### src/rtl/grant_burst_ctrl.sv
// Burst transfer controller: locks onto an upstream arbiter grant and streams
// BURST_LEN beats from the granted channel, with timeout and request-drop abort.
module grant_burst_ctrl #(
  parameter int DW        = 8,
  parameter int BURST_LEN = 4,
  parameter int TO_CYCLES = 15
) (
  input  logic          clk,
  input  logic          rst_n,
  input  logic [3:0]    req,
  input  logic [1:0]    gnt_idx,
  input  logic          gnt_vld,
  input  logic [DW-1:0] ch_data0,
  input  logic [DW-1:0] ch_data1,
  input  logic [DW-1:0] ch_data2,
  input  logic [DW-1:0] ch_data3,
  input  logic          out_rdy,
  output logic          arb_ena,
  output logic [3:0]    ack,
  output logic          out_vld,
  output logic [DW-1:0] out_data,
  output logic [1:0]    out_ch,
  output logic          out_last,
  output logic          busy,
  output logic          abort,
  output logic [7:0]    done_cnt
);

  typedef enum logic [1:0] {IDLE, LOCK, XFER, DONE} state_t;

  localparam logic [4:0] LAST_BEAT = 5'(BURST_LEN - 1);
  localparam logic [7:0] TO_LAST   = 8'(TO_CYCLES - 1);

  state_t        state;
  logic [1:0]    cur_idx;
  logic [4:0]    beat_cnt;
  logic [7:0]    to_cnt;
  logic [DW-1:0] sel_data;
  logic          beat_ok;

  always_comb begin
    sel_data = '0;
    case (cur_idx)
      2'd0: sel_data = ch_data0;
      2'd1: sel_data = ch_data1;
      2'd2: sel_data = ch_data2;
      2'd3: sel_data = ch_data3;
      default: sel_data = '0;
    endcase
  end

  // out_vld is a registered copy of "state == XFER"; beat handshake is combinational
  always_comb begin
    beat_ok  = out_vld & out_rdy;
    out_last = out_vld & (beat_cnt == LAST_BEAT);
    ack      = beat_ok ? (4'b0001 << cur_idx) : 4'b0000;
    out_data = out_vld ? sel_data : '0;
    out_ch   = cur_idx;
  end

  always_ff @(posedge clk or negedge rst_n) begin
    if (!rst_n) begin
      state    <= IDLE;
      cur_idx  <= '0;
      beat_cnt <= '0;
      to_cnt   <= '0;
      done_cnt <= '0;
      arb_ena  <= 1'b1;
      busy     <= 1'b0;
      out_vld  <= 1'b0;
      abort    <= 1'b0;
    end else begin
      case (state)
        IDLE: begin
          if (gnt_vld && req[gnt_idx]) begin
            cur_idx <= gnt_idx;
            state   <= LOCK;
            arb_ena <= 1'b0;
            busy    <= 1'b1;
          end
        end
        LOCK: begin
          beat_cnt <= '0;
          to_cnt   <= '0;
          out_vld  <= 1'b1;
          state    <= XFER;
        end
        XFER: begin
          // accepted beat wins over request drop and timeout in the same cycle
          if (beat_ok) begin
            beat_cnt <= beat_cnt + 5'd1;
            to_cnt   <= '0;
            if (beat_cnt == LAST_BEAT) begin
              state    <= DONE;
              out_vld  <= 1'b0;
              done_cnt <= done_cnt + 8'd1;
            end
          end else if (!req[cur_idx] || to_cnt == TO_LAST) begin
            state   <= DONE;
            out_vld <= 1'b0;
            abort   <= 1'b1;
          end else begin
            to_cnt <= to_cnt + 8'd1;
          end
        end
        DONE: begin
          state   <= IDLE;
          arb_ena <= 1'b1;
          busy    <= 1'b0;
          abort   <= 1'b0;
        end
        default: state <= IDLE;
      endcase
    end
  end

endmodule

### config.mk
export PLATFORM = sky130hd
export DESIGN_NAME = grant_burst_ctrl
export DESIGN_NICKNAME = d
export VERILOG_FILES = /design/src/rtl/grant_burst_ctrl.sv
export SDC_FILE = /design/constraint.sdc
export NUM_CORES = 1
export LEC_CHECK = 0
export BUFFER_PORTS_ARGS = -buffer_cell sky130_fd_sc_hd__buf_2
export CAP_MARGIN = 20
export CELL_PAD_IN_SITES_DETAIL_PLACEMENT = 1
export CELL_PAD_IN_SITES_GLOBAL_PLACEMENT = 2
export CORE_MARGIN = 2
export CORE_UTILIZATION = 32
export CTS_CLUSTER_SIZE = 30
export DETAILED_ROUTE_END_ITERATION = 8
export PLACE_DENSITY_LB_ADDON = 0.25
export SYNTH_ARGS = -nofsm -noshare
export SYNTH_HDL_FRONTEND = slang
export SYNTH_SLANG_ARGS = --single-unit
### constraint.sdc
create_clock -name clk -period 4.05 [get_ports clk]
set_input_delay 0.81 -clock clk [delete_from_list [all_inputs] [get_ports clk]]
set_output_delay 0.81 -clock clk [all_outputs]
set_load 0.02 [all_outputs]
==> results of run 1 <==
==> metrics by stage <==
step	instance area, sq um	cells	util	total power, mW
finish	2390	320	0.412	1.41
floorplan	1890	174	-	0.978
detailed placement	2310	312	0.397	1.19
global route	2390	320	0.412	1.53
global placement	2310	312	0.397	1.18
CTS	2390	320	0.412	1.43
==> state kept, by name (all words and copies together), names as in the netlist, 2 cells and up <==
register / count
out_ch: 2
beat_cnt: 5
state: 2
to_cnt: 8
done_cnt: 8
==> cells in the final DEF, fill, tap and decap left out, types with 7 or more instances in the layout <==
cell type	n
inv_1	9
and2_1	11
dfrtp_1	28
mux4_2	7
buf_2	68
nand3_1	10
nor2_1	7
nand2_1	15
ha_1	9
==> worst max-delay path: stages, from the launching register on <==
cell	delay, ps
dfrtp_1	740
mux4_1	630
and2_1	160
buf_2	150
==> worst max path at each step <==
stage / end
final: out_data[0]
after global routing: out_data[7]
after CTS: out_data[0]
after detailed placement: out_data[0]
after global placement: out_data[0]
after floorplan: ack[0]
==> logic make-up after synthesis <==
kind of cell | Yosys count | synth area share
compound gates | 30 | 0.139
xor+xnor | 7 | 0.0324
fa+ha+maj | 9 | 0.0594
buf+inv | 14 | 0.0291
flops | 29 | 0.384
mux | 18 | 0.161
simple gates | 67 | 0.196
==> power groups by stage <==
stage          clock, mW  sequential (mW)  combinational [mW]
2_1_floorplan          0            0.460               0.519
3_3_place_gp           0            0.479               0.703
3_5_place_dp           0            0.481               0.713
4_1_cts            0.241            0.476               0.717
5_1_grt            0.256            0.493               0.778
6_report           0.231            0.471               0.706
==> area by class of cell <==
type	instances	area [sq um]	area share
Clock buffer	5	68.8	0.0288
Clock inverter	3	17.5	0.00732
Inverter	9	33.8	0.0141
Multi-Input combinational cell	131	1110	0.465
Sequential cell	29	727	0.304
Tap cell	75	93.8	0.0392
Timing Repair Buffer	68	340	0.142
==> per-layer routing <==
metal,GRT usage,wire [microns],vias up
met5,0,0,-
met4,0.0508,51,0
met3,0.0456,523,5
met2,0.274,2270,63
met1,0.183,1990,808
li1,-,-,788
==> results_tabular.tex, run 1 <==
\begin{tabular}{lr}
\hline
Metric & Value \\
\hline
\multicolumn{2}{l}{\textbf{Run status}} \\
Outcome & completed \\
\multicolumn{2}{l}{\textbf{Clock network}} \\
Number of clock sinks & 29 \\
Buffer cell driving the clock tree root & clkbuf\_8 \\
Clock slew seen by the registers of the worst setup and hold paths & roughly 70 ps \\
Cts repair resizes & 0 \\
Insertion delay of the later-clocked pin in the worst-skew pair & between 200 and 300 ps \\
Hold-fix buffer count after cts & 0 \\
Maximum clock path buffer count & 2 \\
CTS tree & yes \\
Clock buffers created by TritonCTS & 5 \\
H-tree levels & 2 \\
Post-CTS Setup Inserts & 0 \\
\multicolumn{2}{l}{\textbf{Critical path}} \\
Setup crit start & out\_ch[0]\$\_DFFE\_PN0P\_ \\
Worst Path Class, Setup & register to primary output \\
Startpoint of the lowest-slack register-to-register path & state[0]\$\_DFFE\_PN0P\_ \\
Minimum setup slack among reg-to-reg paths & approximately 1700 ps \\
Critical path endpoint category & primary output \\
Worst reg2reg endpoint & state[1]\$\_DFFE\_PN0P\_ \\
Sort of element at the start of the critical path & register \\
Maximum fanout count along the critical path & 14 \\
Arr. time, crit path & between 1500 and 2000 ps \\
Data required, critical path & 3240 ps \\
Cell depth of the worst flop-to-flop path & 6 \\
\multicolumn{2}{l}{\textbf{Flow run}} \\
Maximum capacitance violations & 0 \\
\multicolumn{2}{l}{\textbf{Floorplan}} \\
Site Rows & 28 \\
Number of placed I/O pins & slightly below 70 \\
Core ar. & a little under 0.006 sq mm \\
Starting Density & 0.326 \\
Chip width & 80.9 microns \\
Die area & 0.00655 sq mm \\
Die outline height & 80.9 microns \\
\multicolumn{2}{l}{\textbf{Route}} \\
Detailed-route wire length & roughly 4800 microns \\
Antenna-violating nets left & 0 \\
Drt initial violations & 36 \\
Wire per inst & $\sim$15 microns \\
Vias after detailed routing & around 1700 \\
Via/cell ratio & 5.20 \\
DRC violations left & 0 \\
1st-pass router iterations & 2 \\
\multicolumn{2}{l}{\textbf{Timing}} \\
Worst hold slack across all endpoints & 474 ps \\
Slew HR & 0.508 \\
Setup repair after global routing missed its margin & false \\
Fin crit share & 0.684 \\
Min Tclk post-route & 2770 ps \\
Number of hold violations in the final report & 0 \\
Slew Viols, Final & 0 \\
Setup WS post-layout & roughly 1300 ps \\
Transition time at the pin with the least slew margin & roughly 730 ps \\
Maximum clock skew at final layout & 3.14 ps \\
Setup TNS Final & 0 ps \\
Total setup violations reported at the end of the flow & 0 \\
Highest attainable clock frequency & about 0.36 GHz \\
\multicolumn{2}{l}{\textbf{Global routing}} \\
Maximum number of pins on one net before global-route repair & 30 \\
Overall fraction of global-route tracks in use & 0.156 \\
Vias in the first global route & $\sim$1700 \\
Total grt overflow & 0 \\
Wire length of the first global-routing pass & approximately 8000 microns \\
Antenna violations before repair & 0 \\
\multicolumn{2}{l}{\textbf{Finish}} \\
Nets & between 200 and 300 \\
Layout filler cell count & around 700 \\
Ratio of cells with drive above 1 in the final layout & 0.388 \\
Synthesis-to-layout area growth & 26.4\% \\
Count of antenna diodes in the layout & 0 \\
\multicolumn{2}{l}{\textbf{Synth}} \\
Cell count after synthesis & 174 \\
Commonest cells post-synth & dfrtp\_1, nand2\_1, and2\_1 \\
Most frequently used cell type in the post-synthesis netlist & dfrtp\_1 \\
Most frequently used flop master after synthesis & dfrtp\_1 \\
Dominant cell type by area after synthesis & dfrtp\_1 \\
Share of the synthesized area in the top cell type & 0.370 \\
Distinct cell type count of the synthesized netlist & between 50 and 60 \\
Synthesized Nets & 225 \\
Cell types with the largest area share after synthesis & dfrtp\_1, mux4\_2, ha\_1, and2\_1, nand2\_1 \\
Share of flip-flops with an asynchronous set or reset & 1.00 \\
Number of warnings reported in the yosys synthesis log & 0 \\
Avg Inst Size Synth & roughly 11 sq um \\
Synth Cell Area & about 0.0019 sq mm \\
Number of enable-type register cells in the synthesized netlist & 0 \\
Flops \& latches, synth & 29 \\
Sequential-to-total area share from yosys stat & 0.384 \\
\multicolumn{2}{l}{\textbf{Worst hold path}} \\
Tightest Hold Check Type & register to register \\
Destination of the worst hold path & done\_cnt[7]\$\_DFFE\_PN0P\_ \\
Hold path startpoint & done\_cnt[7]\$\_DFFE\_PN0P\_ \\
Worst Hold Depth & 1 \\
\multicolumn{2}{l}{\textbf{Pwr}} \\
Switching power of the nets & around 0.61 mW \\
Cell area power density & 588 mW/mm\^{}2 \\
Combinational group share of total power & 0.501 \\
Leakage power summed over all cells & 1.19 nW \\
Internal power component & around 0.79 mW \\
Sequential share of power & 0.335 \\
IR drop worst, VDD & around 0.00018 V \\
Clk network pwr share & 0.164 \\
Switching share of power & 0.437 \\
\multicolumn{2}{l}{\textbf{Placed design}} \\
Routability congestion estimate from global placement & $\sim$0.68 \\
Minimum setup slack after placement & about 1500 ps \\
Placed wire-length estimate after detailed placement & 3760 microns \\
Buffers on Ports & 68 \\
\hline
\end{tabular}
Note: power is estimated with default switching activity, not from simulation.
==> inputs of run 2 (changes only) <==
ABC_AREA = 1   (was default)
CORE_UTILIZATION = 24   (was 32)
clock period = 2.4 ns   (was 4.05 ns; I/O delays follow)
==> run 2 against run 1 <==
Effect of this change:
- non-clock buffer count is 2 higher
- via count is 21% higher
- wire length is 14% higher
- clock skew is 3.8 ps higher
- clock-buffer cell count increased by 2
- critical path depth increased by 3
- highest routed layer unchanged
- design area grew 4.4%
- worst hold slack worse by 230 ps
- global-route usage fell by 2.2 points
- largest power group unchanged
- final cell count grew 36%
==> results_tabular.tex, run 2 <==
\begin{tabular}{lr}
\hline
Metric & Value \\
\hline
\multicolumn{2}{l}{\textbf{Critical path}} \\
Series of cell instances along the critical path & inv\_1 > nand2\_1 > inv\_1 > a221oi\_1 > a21oi\_1 > buf\_2 \\
Cell repeated most along the worst path & inv\_1 \\
Delay of the slowest critical-path stage & 460 ps (-280 ps) \\
Worst Path Class, Setup & register to primary output \\
Maximum fanout count along the critical path & 8 (-6) \\
Slowest-stage cell, CP & dfrtp\_1 \\
Data required, critical path & 1920 ps (-1320 ps) \\
Critical path endpoint category & primary output \\
Arr. time, crit path & 1720 ps (-240 ps) \\
Sort of element at the start of the critical path & register \\
\multicolumn{2}{l}{\textbf{Synth}} \\
Sequential-to-total area share from yosys stat & 0.381 (-0.00252) \\
Distinct cell type count of the synthesized netlist & 26 (-49\%) \\
Cell count after synthesis & 258 (+48\%) \\
Number of warnings reported in the yosys synthesis log & 0 (unchanged) \\
Dominant cell type by area after synthesis & dfrtp\_1 \\
Commonest cells post-synth & nand2\_1, inv\_1, dfrtp\_1 \\
Avg Inst Size Synth & 7.39 sq um (-32\%) \\
Share of flip-flops with an asynchronous set or reset & 1.00 (unchanged) \\
Post-synthesis adder-cell area fraction & 0.0591 (-0.000390) \\
Most frequently used flop master after synthesis & dfrtp\_1 \\
Mux contribution to synthesized area & 0 (-0.161) \\
Share of the synthesized area in the top cell type & 0.367 (-0.00243) \\
Most frequently used cell type in the post-synthesis netlist & nand2\_1 \\
Largest family of logic cells by synthesized area & simple AND/OR/NAND/NOR gates \\
Number of enable-type register cells in the synthesized netlist & 0 (unchanged) \\
Cell types with the largest area share after synthesis & dfrtp\_1, nand2\_1, inv\_1, ha\_1, nand3\_1 \\
Fraction of the mapped netlist area in simple logic gates & 0.312 (+0.116) \\
Synth Cell Area & 0.00191 sq mm (+0.66\%) \\
Xor and xnor fraction of the mapped netlist area & 0.0505 (+0.0182) \\
Flops \& latches, synth & 29 (unchanged) \\
Synth Area in Compound Gates & 0.119 (-0.0199) \\
Synthesized Nets & 309 (+37\%) \\
\multicolumn{2}{l}{\textbf{Floorplan}} \\
Die area & 0.00867 sq mm (+32\%) \\
Number of placed I/O pins & 69 (unchanged) \\
Core ar. & 0.00773 sq mm (+33\%) \\
Die outline height & 93.1 microns (+15\%) \\
Site Rows & 32 (+14\%) \\
Chip width & 93.1 microns (+15\%) \\
Starting Density & 0.247 (-0.0790) \\
\multicolumn{2}{l}{\textbf{Global routing}} \\
Antenna violations before repair & 0 (unchanged) \\
Vias in the first global route & 2020 (+18\%) \\
Wire length of the first global-routing pass & 9400 microns (+18\%) \\
Total grt overflow & 0 (unchanged) \\
Overall fraction of global-route tracks in use & 0.134 (-0.0222) \\
Maximum number of pins on one net before global-route repair & 30 (unchanged) \\
\multicolumn{2}{l}{\textbf{Timing}} \\
Setup repair after global routing missed its margin & false \\
Number of hold violations in the final report & 0 (unchanged) \\
Total setup violations reported at the end of the flow & 0 (unchanged) \\
Maximum clock skew at final layout & 6.99 ps (+3.85 ps) \\
Fin crit share & 0.917 \\
Setup WS post-layout & 200 ps (-1080 ps) \\
Worst hold slack across all endpoints & 248 ps (-226 ps) \\
Slew HR & 0.524 (+0.0168) \\
Setup TNS Final & 0 ps (unchanged) \\
Min Tclk post-route & between 2000 and 2500 ps \\
Transition time at the pin with the least slew margin & 713 ps (-14.9 ps) \\
Highest attainable clock frequency & between 0.4 and 0.5 GHz \\
Slew Viols, Final & 0 (unchanged) \\
\multicolumn{2}{l}{\textbf{Clock network}} \\
Number of clock sinks & 29 (unchanged) \\
Clock buffers created by TritonCTS & 5 (unchanged) \\
H-tree levels & 2 (unchanged) \\
Hold-fix buffer count after cts & 0 (unchanged) \\
Clock slew seen by the registers of the worst setup and hold paths & 70 ps (about the same) \\
Insertion delay of the later-clocked pin in the worst-skew pair & 280 ps (about the same) \\
Buffer cell driving the clock tree root & clkbuf\_8 \\
Maximum clock path buffer count & 2 (unchanged) \\
CTS tree & yes \\
\multicolumn{2}{l}{\textbf{Pwr}} \\
IR drop worst, VDD & 0.000247 V (+40\%) \\
Leakage power summed over all cells & 1.38 nW (+16\%) \\
Power Total & 2.46 mW (+75\%) \\
Cell area power density & 986 mW/mm\^{}2 (+68\%) \\
\multicolumn{2}{l}{\textbf{Finish}} \\
Ratio of cells with drive above 1 in the final layout & 0.275 (-0.112) \\
Count of antenna diodes in the layout & 0 (unchanged) \\
Most frequent standard cell in the layout excluding fill and tap cells & nand2\_1 \\
Nets & 384 (+30\%) \\
Largest registers ranked by flip-flop count & done\_cnt (8), to\_cnt (8), beat\_cnt (5) \\
Synthesis-to-layout area growth & 31.1\% \\
Most used cells in the layout excluding fill and tap cells & nand2\_1, buf\_2, inv\_1, dfrtp\_1, nand3\_1 \\
\multicolumn{2}{l}{\textbf{Placed design}} \\
Routability congestion estimate from global placement & 0.744 (+9.4\%) \\
Placed wire-length estimate after detailed placement & 4280 microns (+14\%) \\
Buffers on Ports & 68 (unchanged) \\
Minimum setup slack after placement & 320 ps (-1220 ps) \\
\multicolumn{2}{l}{\textbf{Route}} \\
Antenna-violating nets left & 0 (unchanged) \\
Detailed-route wire length & 5530 microns (+14\%) \\
Wire per inst & 12.7 microns (-16\%) \\
Vias after detailed routing & 2019 (+21\%) \\
Via/cell ratio & 4.63 (-11\%) \\
DRC violations left & 0 (unchanged) \\
1st-pass router iterations & 4 (+2) \\
Drt initial violations & 51 (+42\%) \\
\multicolumn{2}{l}{\textbf{Flow run}} \\
Maximum capacitance violations & 0 (unchanged) \\
\multicolumn{2}{l}{\textbf{Run status}} \\
Outcome & completed \\
\multicolumn{2}{l}{\textbf{Worst hold path}} \\
Tightest Hold Check Type & primary input to async pin \\
\hline
\end{tabular}
[run 2: changes by cell type in the layout (fill, tap and decap cells not counted), sizes merged, moves of 6 or more]
cell / delta
nand2: +60
inv: +28
o21ai: +17
and2: -11
nand3: +11
mux4: -9
nor2: +9
a221oi: +7
nand4: +6
[run 2: cell type report]
type / count / area (sq um)
flip-flops and latches: 29 / 727
repair buffers: 70 / 355
clock inverters: 1 / 30.0
clock buffers: 7 / 86.3
fillers: 981 / 5230
inverters: 37 / 141
well taps: 102 / 128
multi-input cells: 190 / 1030
[run 2: worst paths after layout]
path                                      endpoint  slack [ps]             startpoint  cells past startpoint
min reg2reg                    arb_ena$_DFFE_PN1P_         470    arb_ena$_DFFE_PN1P_                      2
max in group asynchronous    to_cnt[2]$_DFFE_PN0P_        1690                  rst_n                      1
max reg2reg                done_cnt[6]$_DFFE_PN0P_         560    out_vld$_DFFE_PN0P_                      5
min                               busy$_DFFE_PN0P_         250                  rst_n                      1
min in group clk               arb_ena$_DFFE_PN1P_         470    arb_ena$_DFFE_PN1P_                      2
max                                    out_data[5]         200  out_ch[0]$_DFFE_PN0P_                      6
[run 2: stage by stage]
stage | cell area, sq um | std cells | utilization
floorplan | 1910 | 258 | -
global placement | 2380 | 428 | 0.308
detailed placement | 2380 | 428 | 0.308
CTS | 2500 | 436 | 0.324
global route | 2500 | 436 | 0.324
finish | 2500 | 436 | 0.324
[run 2: logic make-up (layout without fill, tap and decap cells)]
kind of cell,after synthesis,in the layout
simple gates,131,131
xor+xnor,11,11
fa+ha+maj,9,9
flops,29,29
buf+inv,39,115
compound gates,39,39
[run 2: per-layer routing]
metal | GRT usage | vias to the layer above | wire length, microns
li1 | - | 996 | -
met1 | 0.171 | 962 | 2520
met2 | 0.225 | 55 | 2580
met3 | 0.0322 | 6 | 376
met4 | 0.0404 | 0 | 51
met5 | 0 | - | 0
[run 2: repair_timing]
item                                   4_1_cts  5_1_grt
setup endpoints to repair                    4        0
endpoints found under the hold margin        0        0
buffers inserted                             0        0
resized for setup                            1        0
[run 2: critical path: cells and delay by family, from the launching register on]
kind / cells / cell delay, ps
flip-flops: 1 / 460
buffers and inverters: 3 / 450
AO/OA/AOI/OAI: 2 / 420
AND/OR/NAND/NOR: 1 / 100
[run 2: where the power goes]
part / total, mW / leakage (nW) / switching (mW) / internal, mW
clock network: 0.531 / 0.0585 / 0.193 / 0.338
registers: 0.704 / 0.383 / 0.108 / 0.596
logic: 1.23 / 0.941 / 0.821 / 0.407
total: 2.46 / 1.38 / 1.12 / 1.34
